## config.mk

```make
export PLATFORM = sky130hd
export DESIGN_NAME = instr_prefetch_unit
export DESIGN_NICKNAME = d
export VERILOG_FILES = /design/src/rtl/pf_pkg.sv /design/src/rtl/pf_fifo.sv /design/src/rtl/instr_prefetch_unit.sv
export SDC_FILE = /design/constraint.sdc
export NUM_CORES = 1
export LEC_CHECK = 0
export ABC_AREA = 0
export BUFFER_PORTS_ARGS = -buffer_cell sky130_fd_sc_hd__buf_2
export CELL_PAD_IN_SITES_DETAIL_PLACEMENT = 0
export CELL_PAD_IN_SITES_GLOBAL_PLACEMENT = 1
export CORE_MARGIN = 1
export CORE_UTILIZATION = 43
export CTS_BUF_LIST = sky130_fd_sc_hd__clkbuf_8 sky130_fd_sc_hd__clkbuf_16
export DETAILED_ROUTE_END_ITERATION = 8
export GPL_TIMING_DRIVEN = 0
export PLACE_DENSITY = 0.84
export SLEW_MARGIN = 40
export SYNTH_ARGS = -nofsm -noshare
export SYNTH_HDL_FRONTEND = slang
export SYNTH_SLANG_ARGS = --single-unit
export TNS_END_PERCENT = 5
```

## constraint.sdc

```tcl
create_clock -name clk_i -period 2.72 [get_ports clk_i]
set_input_delay 0 -clock clk_i [delete_from_list [all_inputs] [get_ports clk_i]]
set_output_delay 0 -clock clk_i [all_outputs]
set_load 0.01 [all_outputs]
```

## src/rtl/pf_pkg.sv

```systemverilog
// Shared types and constants for the instruction prefetch unit.
package pf_pkg;

    localparam int unsigned XLEN      = 16;
    localparam logic [15:0] NOP_INSTR = 16'h0000;
    localparam logic [15:0] PC_STEP   = 16'd2;

    typedef enum logic [1:0] {
        IDLE,
        REQ,
        DISCARD
    } pf_state_t;

    typedef struct packed {
        logic [15:0] instr;
        logic [15:0] pc_plus2;
    } pf_entry_t;

endpackage

```

## src/rtl/pf_fifo.sv

```systemverilog
// Instruction FIFO with a registered head entry; head reads as all-zero when empty.
module pf_fifo
    import pf_pkg::*;
#(
    parameter int unsigned DEPTH = 4
) (
    input  logic                     clk_i,
    input  logic                     rst_n,
    input  logic                     push_i,
    input  logic                     pop_i,
    input  logic                     flush_i,
    input  pf_entry_t                din_i,
    output pf_entry_t                dout_o,
    output logic [$clog2(DEPTH):0]   count_o,
    output logic                     empty_o,
    output logic                     full_o
);

    localparam int unsigned AW = $clog2(DEPTH);
    localparam int unsigned CW = AW + 1;

    pf_entry_t         mem_q [DEPTH];
    logic [AW-1:0]     rd_ptr_q;
    logic [AW-1:0]     wr_ptr_q;
    logic [CW-1:0]     count_q;
    logic [CW-1:0]     count_d;
    pf_entry_t         head_q;
    pf_entry_t         head_d;
    logic              do_push;
    logic              do_pop;

    assign empty_o = (count_q == '0);
    assign full_o  = (count_q == CW'(DEPTH));
    assign do_push = push_i && !full_o;
    assign do_pop  = pop_i && !empty_o;

    // Next head: the entry behind the current head, or the incoming word when it lands on an empty slot.
    always_comb begin
        count_d = count_q;
        head_d  = head_q;
        if (flush_i) begin
            count_d = '0;
            head_d  = '0;
        end else begin
            count_d = count_q + CW'(do_push) - CW'(do_pop);
            if (count_d == '0) begin
                head_d = '0;
            end else if ((count_q == '0) || (do_pop && (count_q == CW'(1)))) begin
                head_d = din_i;
            end else if (do_pop) begin
                head_d = mem_q[rd_ptr_q + AW'(1)];
            end
        end
    end

    always_ff @(posedge clk_i) begin
        if (!rst_n) begin
            rd_ptr_q <= '0;
            wr_ptr_q <= '0;
            count_q  <= '0;
            head_q   <= '0;
        end else begin
            count_q <= count_d;
            head_q  <= head_d;
            if (flush_i) begin
                rd_ptr_q <= '0;
                wr_ptr_q <= '0;
            end else begin
                if (do_push) wr_ptr_q <= wr_ptr_q + AW'(1);
                if (do_pop)  rd_ptr_q <= rd_ptr_q + AW'(1);
            end
        end
    end

    always_ff @(posedge clk_i) begin
        if (!flush_i && do_push) mem_q[wr_ptr_q] <= din_i;
    end

    assign dout_o  = head_q;
    assign count_o = count_q;

endmodule

```

## src/rtl/instr_prefetch_unit.sv

```systemverilog
// Fetch stage: single-outstanding imem request FSM feeding a small FIFO toward IF/ID,
// with stall back-pressure and EX redirect flush.
module instr_prefetch_unit
    import pf_pkg::*;
#(
    parameter int unsigned DEPTH    = 4,
    parameter logic [15:0] RESET_PC = 16'h0000
) (
    input  logic        clk_i,
    input  logic        rst_n,
    input  logic        stall_i,
    input  logic        redirect_i,
    input  logic [15:0] redirect_pc_i,
    output logic        imem_req_o,
    output logic [15:0] imem_addr_o,
    input  logic        imem_ack_i,
    input  logic [15:0] imem_data_i,
    output logic [15:0] instr_o,
    output logic [15:0] pc_plus2_o,
    output logic        instr_valid_o
);

    localparam int unsigned CW = $clog2(DEPTH) + 1;

    pf_state_t     state_q;
    logic [15:0]   fetch_pc_q;
    logic [15:0]   addr_q;
    logic          req_q;

    logic          fifo_push;
    logic          fifo_pop;
    logic          fifo_flush;
    pf_entry_t     fifo_din;
    pf_entry_t     fifo_head;
    logic [CW-1:0] fifo_count;
    logic [CW-1:0] count_next;
    logic          fifo_empty;
    logic          fifo_full;
    logic          outstanding;
    logic [15:0]   pc_inc;
    logic [15:0]   redir_pc;

    assign outstanding = (state_q != IDLE);
    assign pc_inc      = fetch_pc_q + PC_STEP;
    assign redir_pc    = {redirect_pc_i[15:1], 1'b0};
    assign fifo_flush  = redirect_i;
    assign fifo_push   = (state_q == REQ) && imem_ack_i && !redirect_i;
    assign fifo_pop    = !fifo_empty && !stall_i && !redirect_i;
    assign fifo_din    = '{instr: imem_data_i, pc_plus2: pc_inc};
    assign count_next  = fifo_count + CW'(fifo_push) - CW'(fifo_pop);

    pf_fifo #(
        .DEPTH (DEPTH)
    ) u_fifo (
        .clk_i   (clk_i),
        .rst_n   (rst_n),
        .push_i  (fifo_push),
        .pop_i   (fifo_pop),
        .flush_i (fifo_flush),
        .din_i   (fifo_din),
        .dout_o  (fifo_head),
        .count_o (fifo_count),
        .empty_o (fifo_empty),
        .full_o  (fifo_full)
    );

    // Request FSM; req/addr only move on entering REQ so they stay stable until the ack.
    always_ff @(posedge clk_i) begin
        if (!rst_n) begin
            state_q    <= IDLE;
            fetch_pc_q <= RESET_PC;
            req_q      <= 1'b0;
            addr_q     <= RESET_PC;
        end else if (redirect_i) begin
            fetch_pc_q <= redir_pc;
            if (outstanding && !imem_ack_i) begin
                state_q <= DISCARD;
            end else begin
                state_q <= REQ;
                req_q   <= 1'b1;
                addr_q  <= redir_pc;
            end
        end else begin
            case (state_q)
                IDLE: begin
                    if (!fifo_full || fifo_pop) begin
                        state_q <= REQ;
                        req_q   <= 1'b1;
                        addr_q  <= fetch_pc_q;
                    end
                end
                REQ: begin
                    if (imem_ack_i) begin
                        fetch_pc_q <= pc_inc;
                        if (count_next < CW'(DEPTH)) begin
                            addr_q <= pc_inc;
                        end else begin
                            state_q <= IDLE;
                            req_q   <= 1'b0;
                        end
                    end
                end
                DISCARD: begin
                    if (imem_ack_i) begin
                        state_q <= REQ;
                        addr_q  <= fetch_pc_q;
                    end
                end
                default: begin
                    state_q <= IDLE;
                    req_q   <= 1'b0;
                end
            endcase
        end
    end

    assign imem_req_o    = req_q;
    assign imem_addr_o   = addr_q;
    assign instr_valid_o = !fifo_empty;
    assign instr_o       = fifo_empty ? NOP_INSTR : fifo_head.instr;
    assign pc_plus2_o    = fifo_head.pc_plus2;

endmodule

```

**Word level (Yosys, flattened, before mapping)**

Memories as Yosys holds them, arrays and structs flattened.
Index checks and enable logic that the tools add are counted.

- Flip-flop bits (word level): 74
- Bits in writable memories: 128
- Bits of input ports: 37
- Output and inout port bits: 50
- Memories: 1

- Add/subtract/negate cells: 7
- $lt $le $gt $ge: 1
- Equal/unequal tests: 11
- Muxes and demuxes: 28
- Bitwise logic cells: 1
- Reductions and logical operators: 31

Memories:

| memory | depth | bits a word | rd ports | clocked after memory_dff | wr ports | RTL line | RTL |
|---|---|---|---|---|---|---|---|
| u_fifo.mem_q | 4 | 32 | 1 | 0 | 1 | pf_fifo.sv:22 | `pf_entry_t mem_q [DEPTH];` |

Operators by type and width:

| cell | count |
|---|---|
| 16-bit 2-to-1 mux | 10 |
| 32-bit 2-to-1 mux | 2 |
| 16-bit one-hot mux with 3 select lines | 1 |
| 16-bit by 2-bit adder with 16-bit output (second input constant) | 1 |
| 2-bit 2-to-1 mux | 6 |
| 3-bit != test (second input constant) | 4 |
| 1-bit logical AND | 9 |
| 2-bit nonzero test | 4 |
| 1-bit 2-to-1 mux | 7 |
| 3-bit by 1-bit adder with 3-bit output | 2 |
| 3-bit zero test | 2 |
| 2-bit one-hot mux with 3 select lines | 1 |
| 6-bit AND reduction | 1 |
| 3-bit by 1-bit subtractor with 3-bit output | 2 |
| 1-bit zero test | 5 |
| 5-bit AND reduction | 1 |
| 2-bit by 1-bit adder with 2-bit output (second input constant) | 2 |
| 2-bit != test (second input constant) | 2 |
| 2-bit AND reduction | 2 |
| 4-bit AND reduction | 1 |
| 4-bit nonzero test | 1 |
| 3-bit by 1-bit equality test with 1-bit output (second input constant) | 1 |
| 3-bit equality test (second input constant) | 1 |
| 3-bit < comparator (second input constant) | 1 |
| 9 further kinds | 10 |

**Logic depth before layout (Yosys ltp)**

Gate-level depths: netlist (run 1).

- Depth in word-level cells: 10
- Gate-level depth with buffers: 13
- Mapped depth without buffers: 10

**By module**

Synthesis (run 1) repeated with hierarchy kept, for this count alone.

- Cell total of the unflattened synthesis: 737
- Area, all modules: 9016.1 um^2

By module, submodules not included:

| module | instances | cells an instance | area an instance (um^2) |
|---|---|---|---|
| pf_fifo | 1 | 445 | 6715.2 |
| instr_prefetch_unit | 1 | 292 | 2301.0 |

**Worst setup path before layout (run 1)**

No wires, ideal clock.

- Kind: input to register
- Start: in redirect_i
- End: reg u_fifo.head_q, in the netlist u_fifo.dout_o[11]
- Library setup time: 91 ps
- Arrival: 2384 ps
- Path slack: 245 ps
- Stages on the path: 13
- Cell sequence: buf_2 buf_1 clkbuf_1 nor3_1 ha_1 inv_1 ha_1 inv_1 fa_1 xnor2_1 a31o_2 buf_2 a311oi_1

- Elaborated cells between the ends (all ways): 13
- Those cells by class: add/sub: 2; mux: 1; reduce/logical: 10

RTL lines:

| item | RTL line | RTL |
|---|---|---|
| start, declared | instr_prefetch_unit.sv:12 | `input logic redirect_i,` |
| 1-bit zero test * | instr_prefetch_unit.sv:48 | `assign fifo_pop = !fifo_empty && !stall_i && !redirect_i;` |
| 1-bit logical AND * | instr_prefetch_unit.sv:48 |  |
| 1-bit logical AND * | pf_fifo.sv:35 | `assign do_pop = pop_i && !empty_o;` |
| net u_fifo.do_pop | pf_fifo.sv:30 | `logic do_pop;` |
| 3-bit by 1-bit subtractor with 3-bit output / 1-bit logical AND (equally long branches) | pf_fifo.sv:45, pf_fifo.sv:48 |  |
| 3-bit zero test / 1-bit logical OR (equally long branches) | pf_fifo.sv:46, pf_fifo.sv:48 |  |
| 3-bit OR reduction (no source line), or another cell as far along | - |  |
| end signal, assigned | pf_fifo.sv:61 | `head_q <= '0;` |
| end signal, assigned | pf_fifo.sv:64 | `head_q <= head_d;` |
| end, declared | pf_fifo.sv:27 | `pf_entry_t head_q;` |

Mark *: on every way through the listed nets, which the timed path passes. The rest lies on a longest branch.
A chain may end at the register's enable or synchronous reset.

**Final worst setup path (run 1)**

- Start: reg u_fifo.count_q[1], in the netlist u_fifo.count_o[1]
- End: reg u_fifo.head_q, in the netlist u_fifo.dout_o[16]

- Longest elaborated chain between the ends: 8
- Elaborated cells between the ends (all ways): 17
- Those cells by class: add/sub: 2; eq/ne: 2; mux: 1; reduce/logical: 12

RTL lines:

| item | RTL line | RTL |
|---|---|---|
| start, declared | pf_fifo.sv:25 | `logic [CW-1:0] count_q;` |
| start signal, assigned | pf_fifo.sv:63 | `count_q <= count_d;` |
| branches (longest 8 deep; another with 3-bit by 1-bit adder with 3-bit output) | - |  |

Parallel ways; which one is timed is not known.

==> results by group, run 1 <==
Floorplan
  • Die ar.: 20780 um^2
  • Ports: just under 90
  • Die boundary width: between 100 and 150 um
  • Initial Util: ~44%
  • Std-Cell Rows: slightly above 50
  • Die Height: approximately 140 um
  • Core area: 19650 um^2

Worst setup path
  • Req. time, crit path: ~3.1 ns
  • WP data arrival: approximately 3 ns
  • Worst setup SP type: register
  • Worst reg2reg startpoint: u_fifo.count_o[1]
  • CP Buf/Inv Count: 2
  • Worst Setup SP: u_fifo.count_o[1]
  • Setup Crit Path Kind: reg -> reg
  • Critical path's top delay family: simple AND/OR/NAND/NOR gates
  • Crit. End Element: register
  • Slowest cell on the critical path: or3b_2
  • Critical path's largest stage delay: about 0.52 ns
  • Crit-path cells: or3b_2, and3_4, ha_1, inv_1, fa_1, a31o_4, clkbuf_4, a211oi_1
  • Worst Path Max Fanout: 10

Global routing
  • GRT Total Usage: a little under a fifth
  • First-pass GRT wire length: just under 30000 um
  • Initial antenna violation count: 0
  • Total congestion overflow: 0
  • Vias in the first global route: roughly 5.5k
  • Largest net degree at the start of global routing: 32

Cells and area
  • Antenna Cells: 0
  • P&R area growth vs syn: 20.56%
  • Fin cells: 1087
  • Layout cells sized above 1: about a quarter
  • Final net count: roughly 860
  • Post-route cell area: 10480 um^2

Power
  • Internal: 4.736 mW
  • Power Total: ~6.2 mW
  • Combinational fraction of design power: slightly above 8%
  • Peak supply drop: about 0.00045 V
  • Switching Fraction: a little under a quarter
  • Clock power share: about two fifths
  • Sw Pwr: approximately 1.4 mW
  • PwrDens: between 500 and 600 nW/um^2
  • Leak: 3.857 nW
  • Register share of total power: approximately 53%

Timing
  • Actual transition at the worst max-transition pin: ~0.61 ns
  • Fmax: roughly 390 MHz
  • Period utilization: 95.29%
  • Fin crit period: between 2 and 3 ns
  • RSZ-0062 raised after global routing: no
  • Final Max Slew Viols: 0
  • Final hold violations: 0
  • Fin Clk Skew: slightly below 0.009 ns
  • Setup_tns: 0 ns
  • Final setup vio count: 0
  • Slew HR: around three fifths

Synth
  • Top cells by area, synth: edfxtp_1 (43%), dfxtp_1 (16%), mux4_2 (8.0%)
  • FF+latch count, synth: around 200
  • EDFF count, synth: 124
  • Average cell area after synthesis: 12.91 um^2
  • Area leader, netlist: edfxtp_1
  • Proportion of synthesized chip area in sequential cells: roughly three fifths
  • Cells after Synth: 673
  • Prevailing post-synth register cell: edfxtp_1
  • Synthesized area: just under 9000 um^2
  • Post-synth ARST share: 0%
  • Share of the synthesized area in the top cell type: a little over two fifths
  • Netlist cell types: 60
  • Syn. warnings: 0

Routing
  • Initial DRC count: about 250
  • DR pass1 iterations: 4
  • Drt via density: ~5.1
  • WL per Instance: between 15 and 20 um
  • ANT nets after route: 0
  • Via count: 5536
  • Routed Wire Length: around 18000 um
  • Remaining DRCs: 0

Placed design
  • DP Wirelength: 12430 um
  • RePlAce Congestion: between 0.7 and 0.8
  • Placed Area: roughly 9500 um^2
  • Number of I/O port buffers: just over 80
  • Dpl cells: 1023

Clock network
  • Clock sinks: a little under 200
  • # Post-CTS Setup Buffers: 0
  • Clk slew on worst S/H paths: ~0.070 ns
  • Num CTS Buffers: 17
  • Maximum clock path buffer count: 2
  • Clk root buf: clkbuf_16
  • Clock Latency Late Sink: about 0.43 ns
  • CTS tree: yes
  • Htree depth: 4

Outcome
  • Status: finished clean

Run
  • Max Cap Viol: 0

Hold path
  • Hold wc startpoint: imem_ack_i
  • Worst min path class: in -> reg
state kept, by name, indices dropped and copies added, names as in the netlist:
name             cells
u_fifo.mem_q       124
state_q              2
fetch_pc_q          15
imem_req_o           1
u_fifo.dout_o       31
imem_addr_o         15
u_fifo.rd_ptr_q      2
u_fifo.count_o       3
u_fifo.wr_ptr_q      2
kinds of logic (layout without fill, tap and decap cells):
family,Yosys count,count (layout),share of synthesized area [%]
AOI/OAI and AO/OA,97,97,8.050
xor gates and xnor gates,44,44,4.522
adders and majority gates,10,10,1.527
buffers and inverters,82,230,4.709
DFF,195,195,59.22
muxes,57,57,11.03
other,1,2,0.04316
and+or+nand+nor,187,187,10.90
area by class of cell:
| cell class | count | area, um^2 |
|---|---|---|
| inverters | 15 | 56.30 |
| well taps | 265 | 331.6 |
| multi-input cells | 397 | 3196 |
| clock buffers | 19 | 452.9 |
| repair buffers | 117 | 818.3 |
| clock inverters | 13 | 108.9 |
| fillers | 1714 | 9179 |
| plain buffers | 66 | 361.6 |
| flip-flops and latches | 195 | 5150 |
metrics by stage:
step / setup slack, ns / hold slack (ns) / utilization, %
4_1_cts: 0.01509 / 0.02781 / 53.04
2_1_floorplan: 0.2447 / 0.09887 / -
3_3_place_gp: -0.3291 / 0.2406 / 47.98
6_report: 0.1282 / 0.02735 / 53.30
5_1_grt: 0.01604 / 0.05003 / 53.30
3_5_place_dp: -0.3792 / 0.2485 / 48.43
worst min-delay path, delay by kind of cell:
kind | cells | cell delay [ns]
and+or+nand+nor | 1 | 0.08
buffers and inverters | 2 | 0.33
power by group through the flow:
stage / Clock (mW) / Sequential (mW) / Combinational, mW
6_report: 2.39 / 3.26 / 0.504
5_1_grt: 2.56 / 3.26 / 0.558
4_1_cts: 2.44 / 3.26 / 0.502
3_5_place_dp: 0 / 3.32 / 0.461
3_3_place_gp: 0 / 3.32 / 0.450
2_1_floorplan: 0 / 3.32 / 0.289
placed cells by master (no fill, tap or decap), drive strengths merged, types with 18 or more instances in the layout:
cell type    Yosys  routed
inv             14      18
a21oi           19      19
dfxtp           71      71
clkbuf          27      46
edfxtp         124     124
dlygate4sd3      0      33
nand3           20      20
mux2i           26      26
buf             40     123
nand2           41      41
and2            20      20
nor2            51      51
mux4            31      31
xnor2           28      28
a211oi          26      26
cell usage after synthesis, types with 20 or more instances:
cell,count
edfxtp_1,124
mux2i_1,26
dfxtp_1,71
nand2_1,41
mux4_2,31
clkbuf_1,25
a211oi_1,26
and2_1,20
xnor2_1,27
nor2_1,51
nand3_1,20
path summary, 6_finish.rpt:
check,to,slack (ns),cells after the start
max,u_fifo.dout_o[16],0.13,8
min reg2reg,imem_addr_o[1],0.46,2
max reg2reg,u_fifo.dout_o[16],0.13,8
min,state_q[1],0.03,3
routing by layer:
layer | routed length [um] | GRT usage, % | vias up | part of all wire (%)
li1 | - | - | 2728 | -
met1 | 8601 | 25.23 | 2663 | 47
met2 | 8698 | 30.89 | 135 | 48
met3 | 761 | 4.106 | 10 | 4.2
met4 | 106 | 4.432 | 0 | 0.58
met5 | 0 | 0 | - | 0
repair_timing:
item                                    in CTS  in global routing
endpoints found under the setup margin      32                 30
hold buffers                                33                  0
pin swaps                                    0                  1
hold endpoints to repair                    99                  0
gates resized for setup                      6                 14
No activity file was read; power rests on OpenSTA's default activity.
==> run 2: changes to the inputs <==
- PLACE_DENSITY: 0.84 -> 0.76
- REMOVE_ABC_BUFFERS: default -> 1
==> run 2 against run 1 <==
Net effect: core utilization fell by 1.4 points; design area fell by 2.7%; setup slack got worse by 0.050 ns; via count fell by 1.8%; sequential share of layout area rose by 1.5 points; first-iteration DRC count rose by 35%; register-to-register slack got worse by 0.05 ns; maximum frequency fell by 1.9%; critical path type unchanged; largest power group unchanged.
==> results by group, run 2 (synthesized netlist as in run 1, its figures left out) <==
Timing
  • Fin Clk Skew: 0.006538 ns
  • Final hold violations: 0
  • Setup_tns: 0 ns
  • Period utilization: a little over nine tenths
  • Slew HR: around 54%
  • RSZ-0062 raised after global routing: no
  • Actual transition at the worst max-transition pin: roughly 0.69 ns
  • Fin crit period: between 2 and 3 ns
  • Hold Slack: 0.06899 ns
  • Fmax: between 300 and 400 MHz
  • Final Max Slew Viols: 0
  • Final setup vio count: 0

Placed design
  • DP Wirelength: 11210 um
  • Placed Area: 9211 um^2
  • Number of I/O port buffers: 83
  • RePlAce Congestion: around 0.87

Global routing
  • Vias in the first global route: 5465
  • Initial antenna violation count: 0
  • Total congestion overflow: 0
  • GRT Total Usage: around a fifth
  • Largest net degree at the start of global routing: 37
  • First-pass GRT wire length: around 29000 um

Cells and area
  • Max reg flops: 124
  • Commonest non-fill, non-tap cell in the layout: edfxtp_1
  • P&R area growth vs syn: 17.31%
  • Largest reg by FF count: u_fifo.mem_q
  • Layout cells sized above 1: 23.62%
  • Post-route cell area: between 10000 and 15000 um^2
  • Antenna Cells: 0
  • Most frequent cells in the layout: edfxtp_1 (124), buf_2 (83), dfxtp_1 (65)
  • Final net count: roughly 800

Floorplan
  • Core area: 19650 um^2
  • Std-Cell Rows: 51
  • Die ar.: between 20000 and 25000 um^2
  • Initial Util: about 44%
  • Die boundary width: about 140 um
  • Die Height: approximately 140 um
  • Ports: 87

Power
  • Peak supply drop: between 0.0004 and 0.0005 V
  • Leak: 3.652 nW
  • PwrDens: approximately 590 nW/um^2

Routing
  • ANT nets after route: 0
  • DR pass1 iterations: 4
  • Routed Wire Length: around 19000 um
  • Initial DRC count: approximately 340
  • Remaining DRCs: 0
  • WL per Instance: around 18 um
  • Drt via density: 5.295
  • Via count: between 5k and 6k

Clock network
  • Clk root buf: clkbuf_16
  • Clk slew on worst S/H paths: 0.06 ns
  • Clock sinks: around 200
  • CTS tree: yes
  • Htree depth: 4
  • Num CTS Buffers: 17
  • Maximum clock path buffer count: 2
  • Clock Latency Late Sink: between 0.4 and 0.5 ns

Worst setup path
  • Setup Crit Path Kind: reg -> reg
  • WP data arrival: about 3.0 ns
  • Req. time, crit path: 3.04 ns
  • Worst setup SP type: register
  • Crit. End Element: register
  • Worst Path Max Fanout: 16

Run
  • Max Cap Viol: 0

Outcome
  • Status: finished clean

Hold path
  • Worst min path class: in -> reg
[run 2: final timing paths]
| path | startpoint | end | slack (ns) | depth (start not counted) |
|---|---|---|---|---|
| setup / recovery | u_fifo.count_o[1] | u_fifo.dout_o[12] | 0.08 | 10 |
| hold / removal | stall_i | u_fifo.rd_ptr_q[0] | 0.07 | 4 |
| setup reg to reg | u_fifo.count_o[1] | u_fifo.dout_o[12] | 0.08 | 10 |
| hold reg to reg | imem_addr_o[12] | imem_addr_o[12] | 0.46 | 2 |
[run 2: layout make-up]
type	count	area (um^2)
flip-flops and latches	195	5162
inverters	15	56.30
well taps	265	331.6
clock buffers	18	439.2
clock inverters	12	82.58
multi-input cells	398	3248
fillers	1737	9462
repair buffers	124	872.1
[run 2: metal layers]
| layer | part of all wire (%) | global-route usage, % | vias to the layer above |
|---|---|---|---|
| li1 | - | - | 2616 |
| met4 | 1.4 | 5.596 | 0 |
| met1 | 46 | 25.24 | 2657 |
| met2 | 48 | 31.25 | 147 |
| met3 | 4.6 | 4.172 | 18 |
| met5 | 0 | 0 | - |
[run 2: power by group]
group / total, mW / switching [mW] / internal (mW)
clock network: 2.26 / 1.01 / 1.25
registers: 3.28 / 0.0614 / 3.22
logic: 0.469 / 0.272 / 0.196
total: 6.00 / 1.34 / 4.66
[run 2: critical path: stages (launching register included)]
cell and delay, ns:
dfxtp_4 0.38, nor3_4 0.24, nor3_1 0.07, ha_1 0.31, inv_1 0.04, ha_1 0.18, inv_1 0.08, fa_2 0.53
a31o_4 0.29, buf_12 0.15, a311oi_1 0.25
[run 2: repair_timing]
item                                    in CTS  in global routing
resized for setup                           11                  8
buffers inserted                             1                  3
pin swaps                                    1                  4
endpoints found under the setup margin      38                 38
hold buffers                                32                  0
cloned                                       1                  0
endpoints found under the hold margin      101                  0
[run 2: metrics by stage]
| stage | cells | setup slack, ns | total power, mW | utilization (%) |
|---|---|---|---|---|
| after floorplan | 607 | 0.1296 | 3.574 | - |
| after global placement | 955 | -0.6556 | 3.731 | 46.23 |
| after detailed placement | 960 | -0.4840 | 3.753 | 46.87 |
| after CTS | 1024 | 0.01584 | 6.047 | 51.50 |
| after global routing | 1027 | 0.002314 | 6.221 | 51.86 |
| final | 1027 | 0.07863 | 6.005 | 51.86 |
==> run 3: changes to the inputs <==
- CORE_UTILIZATION: 43 -> 33
- PLACE_DENSITY: 0.76 -> 0.62
- REMOVE_ABC_BUFFERS: 1 -> default
==> run 3 against run 2 <==
Net effect: clock-buffer cell count is 1 lower; worst hold slack worse by 0.046 ns; via count up 1.5%; register-to-register slack is essentially flat; setup slack improved by 0.00060 ns; critical path type unchanged.
==> results by group, run 3 (synthesized netlist as in run 1, its figures left out) <==
Timing
  • Fmax: around 380 MHz
  • Hold Slack: between 0.02 and 0.025 ns
  • Final hold violations: 0
  • Slew HR: approximately 54%
  • Fin Clk Skew: approximately 0.017 ns
  • RSZ-0062 raised after global routing: yes
  • Final Max Slew Viols: 0
  • Fin crit period: roughly 2.6 ns
  • Final setup vio count: 0
  • Actual transition at the worst max-transition pin: roughly 0.69 ns
  • Period utilization: slightly below 100%

Run
  • Max Cap Viol: 0

Power
  • PwrDens: a little under 600 nW/um^2
  • Leak: approximately 3.8 nW
  • Peak supply drop: between 0.0003 and 0.0004 V
  • Power Total: 6.246 mW

Clock network
  • Clk slew on worst S/H paths: approximately 0.08 ns
  • Num CTS Buffers: 17
  • Clock Latency Late Sink: 0.45 ns
  • Htree depth: 4
  • Clock sinks: 195
  • Clk root buf: clkbuf_16
  • CTS tree: yes
  • Maximum clock path buffer count: 2

Cells and area
  • Max reg flops: about 120
  • Final net count: about 850
  • Fin cells: approximately 1.2k
  • Layout cells sized above 1: approximately 25%
  • Commonest non-fill, non-tap cell in the layout: edfxtp_1
  • Largest reg by FF count: u_fifo.mem_q
  • Antenna Cells: 0
  • Most frequent cells in the layout: edfxtp_1 (124), buf_2 (97), dfxtp_1 (69)
  • Multi-input logic area: 3172 um^2
  • P&R area growth vs syn: 20.71%
  • Fill count: approximately 2.5k
  • Register Area: approximately 5100 um^2

Hold path
  • Worst min path class: in -> reg
  • Hold path depth: 3

Routing
  • WL per Instance: around 17 um
  • Routed Wire Length: roughly 19000 um
  • DR pass1 iterations: 4
  • Remaining DRCs: 0
  • ANT nets after route: 0
  • Drt via density: roughly 4.8
  • Via count: approximately 5.5k
  • Initial DRC count: about 260

Floorplan
  • Die ar.: about 27000 um^2
  • Die boundary width: 164.3 um
  • Std-Cell Rows: around 60
  • Die Height: between 150 and 200 um
  • Core area: around 26000 um^2
  • Initial Util: between 30 and 40%
  • Ports: 87

Worst setup path
  • Worst setup SP type: register
  • Worst Path Max Fanout: 10
  • WP data arrival: around 3 ns
  • Req. time, crit path: ~3 ns
  • Setup Crit Path Kind: reg -> reg
  • Worst reg2reg path depth: 8
  • Crit. End Element: register

Placed design
  • DP Wirelength: around 13000 um
  • RePlAce Congestion: around 0.71
  • Number of I/O port buffers: just over 80
  • Dpl cells: about 1.1k

Outcome
  • Status: finished clean

Global routing
  • Vias in the first global route: ~5.5k
  • First-pass GRT wire length: ~31000 um
  • Total congestion overflow: 0
  • Largest net degree at the start of global routing: 32
  • GRT Total Usage: roughly 15%
  • Initial antenna violation count: 0
[run 3: path summary, 6_finish.rpt]
kind,slack (ns),to,startpoint
setup / recovery,0.08,u_fifo.dout_o[16],u_fifo.count_o[1]
hold / removal,0.02,state_q[1],imem_ack_i
setup reg to reg,0.08,u_fifo.dout_o[16],u_fifo.count_o[1]
hold reg to reg,0.46,imem_addr_o[1],imem_addr_o[1]
[run 3: per-layer routing]
layer	up-vias	wire length [um]	global-route usage (%)	part of all wire (%)
li1	2723	-	-	-
met4	0	166	3.956	0.86
met1	2659	9342	20.54	48
met3	12	749	3.207	3.9
met5	-	0	0	0
met2	124	9098	24.97	47
[run 3: worst max-delay path, cell delays in order (launching register included)]
cell      delay (ns)
dfxtp_2         0.38
or3b_2          0.55
and3_4          0.25
ha_1            0.18
inv_1           0.06
fa_1            0.42
a31o_2          0.29
buf_2           0.22
a211oi_1        0.21
[run 3: repair_timing]
action                                  CTS  global route
setup buffers                             0             0
endpoints found under the hold margin   101             0
gates resized for setup                   4             8
endpoints found under the setup margin   40            41
pin swaps                                 0             3
hold buffers                             34             0
[run 3: where the power goes]
part | internal (mW) | switching [mW] | total, mW
logic | 0.206 | 0.297 | 0.503
clock network | 1.23 | 1.25 | 2.49
registers | 3.22 | 0.0373 | 3.25
[run 3: layout make-up]
class / instances / share of cell area, %
Sequential cell: 195 / 49.08
Multi-Input combinational cell: 397 / 30.24
Timing Repair Buffer: 115 / 7.110
Clock buffer: 17 / 4.056
Tap cell: 335 / 3.997
Buffer: 66 / 3.412
Clock inverter: 15 / 1.563
Inverter: 15 / 0.5369
[run 3: stage by stage]
step	util, %	TNS, ns	cell area, um^2	worst slack (ns)
2_1_floorplan	-	0	8692	0.2447
3_3_place_gp	36.73	-60.71	9517	-0.4501
3_5_place_dp	36.77	-16.70	9527	-0.4371
4_1_cts	40.38	0	10460	0.007088
5_1_grt	40.48	-0.3525	10490	-0.03515
6_report	40.48	0	10490	0.07922
